$ cat src/rtl/timer_ctrl.sv
// Countdown timer controller: button-driven set/run/pause FSM that
// steers an external mm:ss digit chain through enable, step and load strobes.
module timer_ctrl #(
   parameter int unsigned TICK_DIV = 50000000
) (
   input  logic        clk,
   input  logic        reset,
   input  logic        btn_start,
   input  logic        btn_mode,
   input  logic        btn_inc,
   input  logic [3:0]  digit_done,
   output logic        digit_enable,
   output logic        digit_step,
   output logic [3:0]  set_sel,
   output logic [3:0]  set_value,
   output logic [15:0] max_count,
   output logic [2:0]  state,
   output logic        alarm
);

   localparam int PW = $clog2(TICK_DIV);
   localparam logic [15:0] MAX = {4'd5, 4'd9, 4'd5, 4'd9};

   typedef enum logic [2:0] {
      IDLE    = 3'd0,
      SET     = 3'd1,
      RUN     = 3'd2,
      PAUSE   = 3'd3,
      EXPIRED = 3'd4
   } state_t;

   state_t          st_q, st_d;
   logic [1:0]      cur_q, cur_d;
   logic [PW-1:0]   pre_q, pre_d;
   logic [3:0][3:0] sh_q, sh_d;
   logic            start_q, mode_q, inc_q;
   logic            rise_start, rise_mode, rise_inc;
   logic            wrap, all_done;
   logic [3:0]      lim;
   logic            en_d, step_d, alarm_d;
   logic [3:0]      sel_d, val_d;

   // start wins a same-cycle tie; the other edges are dropped
   assign rise_start = btn_start & ~start_q;
   assign rise_mode  = btn_mode & ~mode_q & ~rise_start;
   assign rise_inc   = btn_inc & ~inc_q & ~rise_start;

   assign wrap      = (pre_q == PW'(TICK_DIV - 1));
   assign all_done  = (digit_done == 4'hF);
   assign lim       = MAX[{cur_q, 2'b00} +: 4];
   assign max_count = MAX;
   assign state     = st_q;

   always_ff @(posedge clk or negedge reset) begin
      if (!reset) begin
         st_q    <= IDLE;
         cur_q   <= '0;
         pre_q   <= '0;
         sh_q    <= '0;
         start_q <= 1'b0;
         mode_q  <= 1'b0;
         inc_q   <= 1'b0;
      end else begin
         st_q    <= st_d;
         cur_q   <= cur_d;
         pre_q   <= pre_d;
         sh_q    <= sh_d;
         start_q <= btn_start;
         mode_q  <= btn_mode;
         inc_q   <= btn_inc;
      end
   end

   always_comb begin
      st_d  = st_q;
      cur_d = cur_q;
      pre_d = pre_q;
      sh_d  = sh_q;
      unique case (st_q)
         IDLE: begin
            if (rise_start) begin
               if (!all_done) begin
                  st_d  = RUN;
                  pre_d = '0;
               end
            end else if (rise_mode) begin
               st_d  = SET;
               cur_d = '0;
            end
         end
         SET: begin
            if (rise_inc) begin
               sh_d[cur_q] = (sh_q[cur_q] == lim) ?
                             4'd0 : sh_q[cur_q] + 4'd1;
            end else if (rise_mode) begin
               if (cur_q == 2'd3) st_d = IDLE;
               else cur_d = cur_q + 2'd1;
            end
         end
         RUN: begin
            if (all_done) begin
               st_d = EXPIRED;
            end else if (rise_start) begin
               st_d = PAUSE;
            end else begin
               pre_d = wrap ? '0 : pre_q + PW'(1);
            end
         end
         PAUSE: begin
            if (rise_start) begin
               st_d = RUN;
            end else if (rise_mode) begin
               st_d  = IDLE;
               pre_d = '0;
            end
         end
         EXPIRED: begin
            if (rise_start || rise_mode) st_d = IDLE;
         end
         default: st_d = IDLE;
      endcase
   end

   // outputs follow the next state so they line up with the state register
   always_comb begin
      en_d    = (st_d == RUN);
      alarm_d = (st_d == EXPIRED);
      step_d  = (st_q == RUN) && (st_d == RUN) && wrap;
      sel_d   = '0;
      val_d   = '0;
      if (st_q == SET && rise_inc) begin
         sel_d = 4'b0001 << cur_q;
         val_d = sh_d[cur_q];
      end
   end

   always_ff @(posedge clk or negedge reset) begin
      if (!reset) begin
         digit_enable <= 1'b0;
         digit_step   <= 1'b0;
         set_sel      <= '0;
         set_value    <= '0;
         alarm        <= 1'b0;
      end else begin
         digit_enable <= en_d;
         digit_step   <= step_d;
         set_sel      <= sel_d;
         set_value    <= val_d;
         alarm        <= alarm_d;
      end
   end

endmodule
$ cat config.mk
export PLATFORM = sky130hd
export DESIGN_NAME = timer_ctrl
export DESIGN_NICKNAME = d
export VERILOG_FILES = /design/src/rtl/timer_ctrl.sv
export SDC_FILE = /design/constraint.sdc
export NUM_CORES = 1
export LEC_CHECK = 0
export BUFFER_PORTS_ARGS = -buffer_cell sky130_fd_sc_hd__buf_2
export CAP_MARGIN = 25
export CORE_ASPECT_RATIO = 1.4
export CORE_MARGIN = 3
export CORE_UTILIZATION = 53
export CTS_CLUSTER_DIAMETER = 60
export CTS_CLUSTER_SIZE = 14
export DETAILED_ROUTE_END_ITERATION = 8
export HOLD_SLACK_MARGIN = 0.05
export PLACE_DENSITY_LB_ADDON = 0.2
export SKIP_LAST_GASP = 1
export SLEW_MARGIN = 25
export SYNTH_ARGS = -nofsm -noshare
export SYNTH_HDL_FRONTEND = slang
export SYNTH_SLANG_ARGS = --single-unit
$ cat constraint.sdc
create_clock -name clk -period 2.6 [get_ports clk]
set_clock_uncertainty 0.05 [all_clocks]
set_input_delay 0.39 -clock clk [delete_from_list [all_inputs] [get_ports clk]]
set_output_delay 0.39 -clock clk [all_outputs]
set_load 0.02 [all_outputs]
==> reports/metrics.cfg <==
[status]
outcome = complete, no violations

[critical_path]
worst-setup-path-type = flip-flop to flip-flop
rrSetupSlack_ns = 0.27
crit_required_ns = 2.74
cp.arrival_ns = 2.47
r2r_start = state[0]
cp_max_fo = 11
cp-end-kind = flip-flop
critPathLaunchType = flip-flop
cp-startpoint = state[0]

[clock_network]
cts_buffers = 9
cts_hold_buf = 1
clockBufferDepth = 2
cts_resized = 0
clk_pin_slew_ns = 0.07
post_cts_buffers = 0
htreeDepth = 3
root_buffer = clkbuf_8
cts_tree = done
clock-sinks = 61
clock_latency_ns = 0.33

[sta]
finalCriticalPeriod_ns = 2.33
rsz0062_at_grt = no
worst_pin_slew_ns = 0.632
fin_ws_ns = 0.274
max_freq_ghz = 0.430
setup_violations = 0
hold_viol = 0
holdWs_ns = 0.127
final_max_slew_viol_count = 0
slew_headroom_pct = 56.7
period_share_pct = 89.4
finalSetupTns_ns = 0

[finish]
drive_gt1_share_pct = 16.8
nets = 425
diodes = 0
nFillCells = 544
syn_to_final_growth_pct = 9.97
final_area_um2 = 3890
post-route-util_pct = 61.4
layout.cells.non_filler = 488

[floorplanning]
die_x_um = 75.1
num_rows = 34
ios = 39
dieArea_um2 = 7710
start_util_pct = 55.8
die_height_um = 103
core_um2 = 6340

[global_routing]
grt_pass1_wl_um = 12900
track_usage_pct = 22.3
overflow = 0
grt_max_degree = 36
antenna_found_initial = 0
grt_pass1_vias = 2787

[synth]
synth_commonest_cells = dfrtp_1 (61), nor2_1 (43), nand2_1 (40)
syn_area_per_cell_um2 = 9.24
yosysTopAreaCellShare_pct = 43.1
synth_edf_count = 0
synthFlopType = dfrtp_1
ys_ff_latch = 61
syn_area_um2 = 3540
synth_area_leaders = dfrtp_1 (43%), nor2_1 (4.6%), nand2_1 (4.2%)
synth-seq-area-share_pct = 43.1
ys_types = 67
synthArstFlopShare_pct = 100
yosysWarnings = 0
yosysMostFrequentCell = dfrtp_1
syn_inst = 383
synth.largest_area_cell = dfrtp_1

[drt]
via_per_inst = 5.87
dr.pass1.iters = 4
vias = 2865
drc = 0
avgRoutedWirePerCell_um = 15.6
antenna_left = 0
drtIter0Drc = 166
wl_um = 7620

[place]
dp_hpwl_um = 5750
dpl-instance-area_um2 = 3690
place_ws_ns = 0.316
io_buffers = 22
gp_congestion = 1.00
dp_cells = 471

[worst_hold_path]
min_path_type = input pin to flip-flop
hold_start = btn_inc

[power]
ir_worst_vdd_mv = 0.814
total_power_mw = 3.68
p_per_area_nw_per_um2 = 945
leakage_nw = 1.76

[job]
drv_cap = 0

## placed cells by master (no fill, tap or decap), types with 5 or more instances in the layout
master | Yosys | final
and3_1 | 7 | 7
nor4_1 | 7 | 7
nor3_1 | 10 | 10
nand2_1 | 40 | 40
buf_2 | 5 | 22
inv_1 | 10 | 10
nor2_1 | 43 | 43
buf_4 | 18 | 10
conb_1 | 2 | 16
xnor2_1 | 12 | 12
ha_1 | 5 | 5
a21oi_1 | 17 | 17
nand4_1 | 8 | 8
nand3_1 | 10 | 10
o31ai_1 | 5 | 5
nand2b_1 | 7 | 7
clkbuf_8 | 0 | 10
o21ai_0 | 26 | 26
mux2i_1 | 8 | 8
dfrtp_1 | 61 | 61
## critical path, stage by stage, from the launching register on
cell	delay, ns
dfrtp_1	0.51
nor3b_2	0.33
and3_1	0.39
nand2_2	0.17
inv_1	0.21
nand2_1	0.10
a311oi_1	0.33
a311oi_1	0.09
## layer usage
metal | global-route usage, % | vias to the layer above | part of all wire [%]
met2 | 38.5 | 76 | 55
met4 | 11.2 | 0 | 2.6
li1 | - | 1404 | -
met5 | 0 | - | 0
met3 | 5.27 | 19 | 4.0
met1 | 25.3 | 1366 | 39
## final timing paths
check / end / cells past startpoint
min in group asynchronous: sh_q[7] / 2
min: inc_q / 1
max reg2reg: set_value[0] / 7
min reg2reg: sh_q[2] / 2
max in group asynchronous: pre_q[7] / 3
max: set_value[0] / 7
## final cells by class
class | count | area [um2] | area share [%]
clock inverter | 4 | 47.5 | 1.22
clock buffer | 12 | 145 | 3.73
inverter | 13 | 53.8 | 1.38
timing repair buffer | 34 | 215 | 5.53
tap | 72 | 90.1 | 2.32
multi-input combinational | 292 | 1810 | 46.6
sequential | 61 | 1530 | 39.2
## flip-flops by register name, indices dropped and copies added, names as in the netlist
register,flops
set_value,4
alarm,1
digit_enable,1
state,3
sh_q,16
set_sel,4
mode_q,1
pre_q,26
start_q,1
inc_q,1
digit_step,1
cur_q,2
## power by group
part	leakage (nW)	total (mW)	switching (mW)	internal (mW)
combinational	0.865	1.51	0.890	0.621
sequential	0.803	1.35	0.189	1.16
clock	0.0964	0.812	0.346	0.466
total	1.76	3.68	1.43	2.25
## kinds of logic (layout without fill, tap and decap cells)
family	Yosys count	in the layout	synth area share, %
xor gates and xnor gates	12	12	2.97
and+or+nand+nor	162	162	24.4
muxes	12	12	4.17
other	2	16	0.212
buffers and inverters	44	63	7.11
DFF	61	61	43.1
AOI/OAI and AO/OA	85	85	16.2
adders and majority gates	5	5	1.77
Power figures use the tool's default switching activity.
